[src/rtl/ring_nic.sv]
// rtl/ring_nic.sv - ring router network interface with single-entry injection/ejection buffers
// Processor reaches both buffers through a 2-bit register map; injection waits for matching ring phase.
module ring_nic #(
  parameter int WIDTH = 64
) (
  input  logic             clk,
  input  logic             reset,
  input  logic [1:0]       addr,
  input  logic [WIDTH-1:0] d_in,
  output logic [WIDTH-1:0] d_out,
  input  logic             nicEn,
  input  logic             nicWrEn,
  output logic             net_so,
  input  logic             net_ro,
  output logic [WIDTH-1:0] net_do,
  input  logic             net_polarity,
  input  logic             net_si,
  output logic             net_ri,
  input  logic [WIDTH-1:0] net_di
);

  localparam logic [1:0] ADDR_EJ_BUF  = 2'b00;
  localparam logic [1:0] ADDR_EJ_STAT = 2'b01;
  localparam logic [1:0] ADDR_IN_BUF  = 2'b10;
  localparam logic [1:0] ADDR_IN_STAT = 2'b11;

  logic             in_full_q, in_full_d;
  logic [WIDTH-1:0] in_buf_q, in_buf_d;
  logic             out_full_q, out_full_d;
  logic [WIDTH-1:0] out_buf_q, out_buf_d;
  logic [WIDTH-1:0] d_out_q, d_out_d;

  logic rd_en;
  logic wr_en;
  logic send;

  assign rd_en = nicEn & ~nicWrEn;
  assign wr_en = nicEn & nicWrEn;

  // The VC bit picks the ring phase; reset suppresses the strobe so a discarded packet never leaks out.
  assign send   = out_full_q & net_ro & (net_polarity == out_buf_q[WIDTH-1]) & ~reset;
  assign net_so = send;
  assign net_do = out_buf_q;
  assign net_ri = ~in_full_q;
  assign d_out  = d_out_q;

  always_comb begin
    in_full_d  = in_full_q;
    in_buf_d   = in_buf_q;
    out_full_d = out_full_q;
    out_buf_d  = out_buf_q;
    d_out_d    = d_out_q;

    // Capture and processor drain are exclusive: capture needs an empty buffer, drain a full one.
    if (net_si && !in_full_q) begin
      in_buf_d  = net_di;
      in_full_d = 1'b1;
    end

    if (send) begin
      out_full_d = 1'b0;
    end

    if (wr_en && addr == ADDR_IN_BUF && !out_full_q) begin
      out_buf_d  = d_in;
      out_full_d = 1'b1;
    end

    if (rd_en) begin
      case (addr)
        ADDR_EJ_BUF: begin
          d_out_d = in_buf_q;
          if (in_full_q) begin
            in_full_d = 1'b0;
          end
        end
        ADDR_EJ_STAT: d_out_d = {{(WIDTH-1){1'b0}}, in_full_q};
        ADDR_IN_BUF:  d_out_d = out_buf_q;
        ADDR_IN_STAT: d_out_d = {{(WIDTH-1){1'b0}}, out_full_q};
        default:      d_out_d = d_out_q;
      endcase
    end
  end

  always_ff @(posedge clk) begin
    if (reset) begin
      in_full_q  <= 1'b0;
      in_buf_q   <= '0;
      out_full_q <= 1'b0;
      out_buf_q  <= '0;
      d_out_q    <= '0;
    end else begin
      in_full_q  <= in_full_d;
      in_buf_q   <= in_buf_d;
      out_full_q <= out_full_d;
      out_buf_q  <= out_buf_d;
      d_out_q    <= d_out_d;
    end
  end

endmodule

[config.mk]
export PLATFORM = sky130hd
export DESIGN_NAME = ring_nic
export DESIGN_NICKNAME = d
export VERILOG_FILES = /design/src/rtl/ring_nic.sv
export SDC_FILE = /design/constraint.sdc
export NUM_CORES = 1
export LEC_CHECK = 0
export BUFFER_PORTS_ARGS = -buffer_cell sky130_fd_sc_hd__buf_2
export CAP_MARGIN = 10
export CORE_ASPECT_RATIO = 1.25
export CORE_MARGIN = 2
export CORE_UTILIZATION = 40
export CTS_CLUSTER_DIAMETER = 40
export DETAILED_ROUTE_END_ITERATION = 16
export GPL_TIMING_DRIVEN = 1
export PLACE_DENSITY_LB_ADDON = 0.3
export SLEW_MARGIN = 20
export SYNTH_ARGS = -nofsm -noshare
export SYNTH_HDL_FRONTEND = slang
export SYNTH_SLANG_ARGS = --single-unit
[constraint.sdc]
create_clock -name clk -period 1.9 [get_ports clk]
set_clock_uncertainty 0.05 [all_clocks]
set_input_delay 0.57 -clock clk [delete_from_list [all_inputs] [get_ports clk]]
set_output_delay 0.57 -clock clk [all_outputs]
set_load 0.01 [all_outputs]
# Yosys cells after proc, flatten, opt, wreduce, memory -nomap -nowiden
# Index checks and enable logic that the tools add are counted.
word_totals:
  regBits: 194
  output_inout_bits: 130
  elab_cells: 31
op_classes:
  n_eq_ne: 4
  n_mux: 7
  n_bitwise: 8
  reduce_logical: 7
op_table:
  columns: ["cell", "count"]
  rows:
  - ["$pmux 64 s4", 1]
  - ["$mux 1", 6]
  - ["$and 1x1->1", 5]
  - ["$eq 2x2->1 const B", 2]
  - ["$logic_and 1x1->1", 3]
  - ["$not 1->1", 3]
  - ["$eq 2x1->1 const B", 1]
  - ["$logic_not 1->1", 2]
  - ["$logic_not 2->1", 1]
  - ["$reduce_bool 2->1", 1]
  - ["$eq 1x1->1", 1]

# Logic depth before layout (Yosys ltp)
logic_depth:
  depth_word: 6
  mapped_depth: 6
  depth_no_buf: 3

# Worst setup path before layout
# No wires, ideal clock.
synth_timing:
  kind: "input -> output"
  from: "input reset"
  to: "output net_so"
  arrival_time_ns: 1.205
  t_required_ns: 1.280
  path_slack_ns: 0.075
  path_stages: 3
  n_path_buf: 1
  path_cell_list: "buf_6 -> nand2b_1 -> nor3b_1"
synth_between:
  elab_chain_cells: 2
synth_rtl:
  columns: ["item", "line", "source"]
  rows:
  - ["start: declaration", "7", "input logic reset,"]
  - ["$not 1->1", "41", "assign send = out_full_q & net_ro & (net_polarity == out_buf_q[WIDTH-1]) & ~reset;"]
  - ["$and 1x1->1", "41", null]
  - ["end: declaration", "13", "output logic net_so,"]
# Every way passes these cells.

# Worst setup path in the final report
layout_timing:
  from: "register out_buf_q[63] (netlist: net_do[63])"
  to: "output net_so"
layout_between:
  elab_chain_cells: 3
layout_rtl:
  columns: ["item", "line", "source"]
  rows:
  - ["start: declaration", "30", "logic [WIDTH-1:0] out_buf_q, out_buf_d;"]
  - ["start signal: assignment", "96", "out_buf_q <= out_buf_d;"]
  - ["$eq 1x1->1", "41", null]
  - ["$and 1x1->1 (2 in series)", "41", null]
# Every way passes these cells.

==> results.rst <==
.. list-table::
   :header-rows: 1

   * - Metric
     - Value
   * - Class of the tightest hold or removal check
     - input port to flip-flop
   * - Number of library cell types mapped by synthesis
     - 31
   * - Source of the worst register-to-register timing path
     - in_full_q$_SDFF_PP0_
   * - Top fanout value on the critical path
     - 2
   * - Violated checks
     - negative setup slack
   * - Cell Count Post-Placement
     - 1250
   * - Number of max-slew violations in the final report
     - 0
   * - Largest net degree at the start of global routing
     - 74
   * - Summed instance area of the synthesized netlist
     - 7589 um^2
   * - Number of warnings reported in the yosys synthesis log
     - 0
   * - GRT Total Usage
     - 0.2003
   * - Top routing layer used
     - met4
   * - Setup CP Type
     - flip-flop to output pin
   * - Proportion of layout cells with a drive suffix above 1
     - 0.3216
   * - Crit path time final
     - 1.942 ns
   * - WL met3
     - 1160 um
   * - Sequential fraction of the synthesis area
     - 0.5118
   * - Result of the run
     - complete, but fails checks
   * - Depth of the worst register-to-register path
     - 4
   * - Area grow syn2layout
     - 29.93%
   * - Peak ir drop on the vdd network
     - between 0.5 and 0.6 mV
   * - Clock tree from TritonCTS
     - done
   * - I/O Buffers
     - 266
   * - DR iter-0 viols
     - 295
   * - Via count of the first global-routing pass
     - just over 6000
   * - DR vias
     - around 6500
   * - TritonCTS buffer count
     - 17
   * - Hold Path Sink
     - in_buf_q[47]$_SDFFE_PP0P_
   * - Reported max-cap violation count
     - 0
   * - Worst reg2reg path endpoint
     - in_buf_q[22]$_SDFFE_PP0P_
   * - Count of cells along the worst hold path
     - 3
   * - RSZ-0062 raised after global routing
     - true
   * - Worst-case register-to-register setup slack
     - 0.54 ns
   * - Setup crit start kind
     - flip-flop
   * - Antenna Nets Post-Route
     - 0
   * - Crit path largest cell delay
     - 0.36 ns
   * - Clk slew on worst S/H paths
     - 0.07 ns
   * - Worst setup margin
     - -0.04231 ns
   * - Number of antenna violations at the first check in global routing
     - 3
   * - Cells traversed along the worst timing path
     - xor2_2, nor3b_2, buf_4, buf_6
   * - Mean Syn Cell Area
     - 9.521 um^2
   * - CP Data Arrival Time
     - 1.32 ns
   * - Die width
     - around 130 um
   * - Die ar.
     - 20100 um^2
   * - Worst Path Required
     - about 1.3 ns
   * - Headroom to the max-slew limit
     - 0.7168
   * - Final net count
     - 1175
   * - Met2 wire length
     - 10380 um
   * - Average vias per placed instance
     - 5.030
   * - Number of placement rows
     - 56
   * - Slew at the pin with the worst max-slew slack
     - 0.4239 ns
   * - Leakage dissipation
     - 0.004302 uW
   * - Setup crit end kind
     - output pin
   * - Hold violation count in the final report
     - 0
   * - Fin cells
     - 1286
   * - Effective utilization at floorplan
     - 0.4056
   * - Floorplan core area
     - 18710 um^2
   * - Routability congestion estimate from global placement
     - 0.7841
   * - Syn nets
     - 934
   * - Crit share post-route
     - 1.022
   * - Wire length of the first global-routing pass
     - 31820 um
   * - Wire length on met1
     - a little under 9000 um
   * - Flop and latch count out of synthesis
     - 194
   * - Post-layout total power
     - just over 9000 uW
   * - Worst min-delay path startpoint
     - net_di[47]
   * - Clk_lat worst skew
     - between 0.4 and 0.5 ns
   * - Initial DRT Pass Iterations
     - 4
   * - Clock root buffer master
     - clkbuf_16
   * - Endpoints failing setup
     - 1
   * - Die Y
     - between 150 and 200 um
   * - Longest Clk Path Bufs
     - 2
   * - Max Clk Rate
     - 514.9 MHz
   * - Final wirelength
     - 20630 um
   * - Drc violations
     - 0
   * - Gr ovfl total
     - 0
   * - H-Tree Level Count
     - 4
   * - Total power per unit cell area
     - 918.9 nW/um^2
   * - Post-synthesis cell count
     - roughly 800
   * - Ports
     - roughly 270
   * - Clk sink count
     - 194
   * - Dpl hpwl
     - 14230 um
   * - Cell with the largest stage delay on the worst path
     - dfxtp_4
   * - Final routed wire length divided by cell count
     - 16.04 um
==> cell usage after synthesis, drive strengths merged <==
| master | n | area (um^2) |
|---|---|---|
| nand2 | 256 | 960.9 |
| dfxtp | 194 | 3884 |
| a21oi | 65 | 325.3 |
| nor3b | 65 | 493.0 |
| mux2i | 64 | 640.6 |
| a221o | 63 | 630.6 |
| buf | 41 | 324.1 |
| clkbuf | 29 | 188.9 |
| inv | 3 | 11.26 |
| nor2b | 3 | 21.27 |
| nand2b | 2 | 12.51 |
| nor3 | 2 | 21.27 |
| o21ai | 2 | 10.00 |
| a211oi | 1 | 7.510 |
| nand3 | 1 | 5.000 |
| nand4b | 1 | 8.760 |
| nor2 | 1 | 3.750 |
| o221a | 1 | 11.26 |
| o2bb2ai | 1 | 8.760 |
| or3b | 1 | 11.26 |
| xor2 | 1 | 8.760 |
==> cells in the final DEF, fill, tap and decap left out, drive strengths merged, types with 2 or more instances in the layout <==
cell type	instances
nor3	2
clkbuf	19
a221o	63
nand2	256
bufinv	5
buf	292
inv	8
dfxtp	194
o21ai	2
nor2b	3
clkinvlp	3
nor3b	65
a21oi	65
nand2b	2
mux2i	64
diode	3
==> worst max-delay path: cells and delay by family (launching register included) <==
| family | cells | cell delay [ns] |
|---|---|---|
| buf+inv | 2 | 0.23 |
| xor+xnor | 1 | 0.14 |
| flops | 1 | 0.36 |
| simple gates | 1 | 0.17 |
==> flip-flops by register name, indices dropped and copies added, names as in the netlist <==
signal	count
d_out	64
in_buf_q	64
in_full_q	1
net_do	64
out_full_q	1
==> final cells by class <==
cell class,instances,area (um^2)
Timing Repair Buffer,292,1760
Fill cell,1738,8848
Inverter,3,13.76
Clock buffer,19,452.9
Multi-Input combinational cell,530,3224
Tap cell,232,290.3
Sequential cell,194,3891
Clock inverter,13,219.0
Antenna cell,3,7.507
==> power breakdown <==
| part | internal (uW) | leakage (uW) | switching, uW |
|---|---|---|---|
| logic | 329 | 0.00241 | 414 |
| clock network | 2440 | 0.000319 | 1610 |
| registers | 4190 | 0.00158 | 76.5 |
==> kinds of logic (layout without fill, tap and decap cells) <==
group / Yosys count / count (layout) / synth area share
AND/OR/NAND/NOR: 332 / 332 / 0.2026
flip-flops: 194 / 194 / 0.5118
AO/OA/AOI/OAI: 133 / 133 / 0.1309
buffers and inverters: 73 / 327 / 0.06909
multiplexers: 64 / 64 / 0.08442
XOR/XNOR: 1 / 1 / 0.001154
other: 0 / 3 / 0
==> stage by stage <==
step                  util  setup TNS, ns  setup slack, ns  hold WS (ns)  instance area (um^2)
global route        0.5269        -0.1092          -0.1092        0.3106                  9857
finish              0.5270       -0.04231         -0.04231        0.3213                  9859
global placement    0.4889        -0.7344         -0.01504        0.3925                  9146
CTS                 0.5260       -0.07578         -0.07578        0.3010                  9839
floorplan                -              0          0.07539        0.3865                  7589
detailed placement  0.4889         -2.518         -0.05604        0.3974                  9146
==> metal layers <==
| layer | global-route usage | vias to the layer above |
|---|---|---|
| met3 | 0.05847 | 18 |
| met4 | 0.06855 | 0 |
| li1 | - | 3237 |
| met2 | 0.3428 | 184 |
| met5 | 0 | - |
| met1 | 0.2409 | 3030 |
==> what timing repair did <==
item | in CTS | in global routing
hold buffers | 0 | 0
setup endpoints to repair | 1 | 1
gates resized for setup | 5 | 2
setup buffers | 1 | 0
endpoints found under the hold margin | 0 | 0
pin swaps | 2 | 1
==> how the worst max path moves through the flow <==
| stage | startpoint | endpoint | cells past startpoint |
|---|---|---|---|
| 2_1_floorplan | reset | net_so | 3 |
| 3_3_place_gp | reset | net_so | 5 |
| 3_5_place_dp | addr[0] | d_out[44]$_SDFFE_PP0P_ | 5 |
| 4_1_cts | net_do[63]$_SDFFE_PP0P_ | net_so | 4 |
| 5_1_grt | net_do[63]$_SDFFE_PP0P_ | net_so | 4 |
| 6_report | net_do[63]$_SDFFE_PP0P_ | net_so | 4 |
Note: power is estimated with default switching activity, not from simulation.
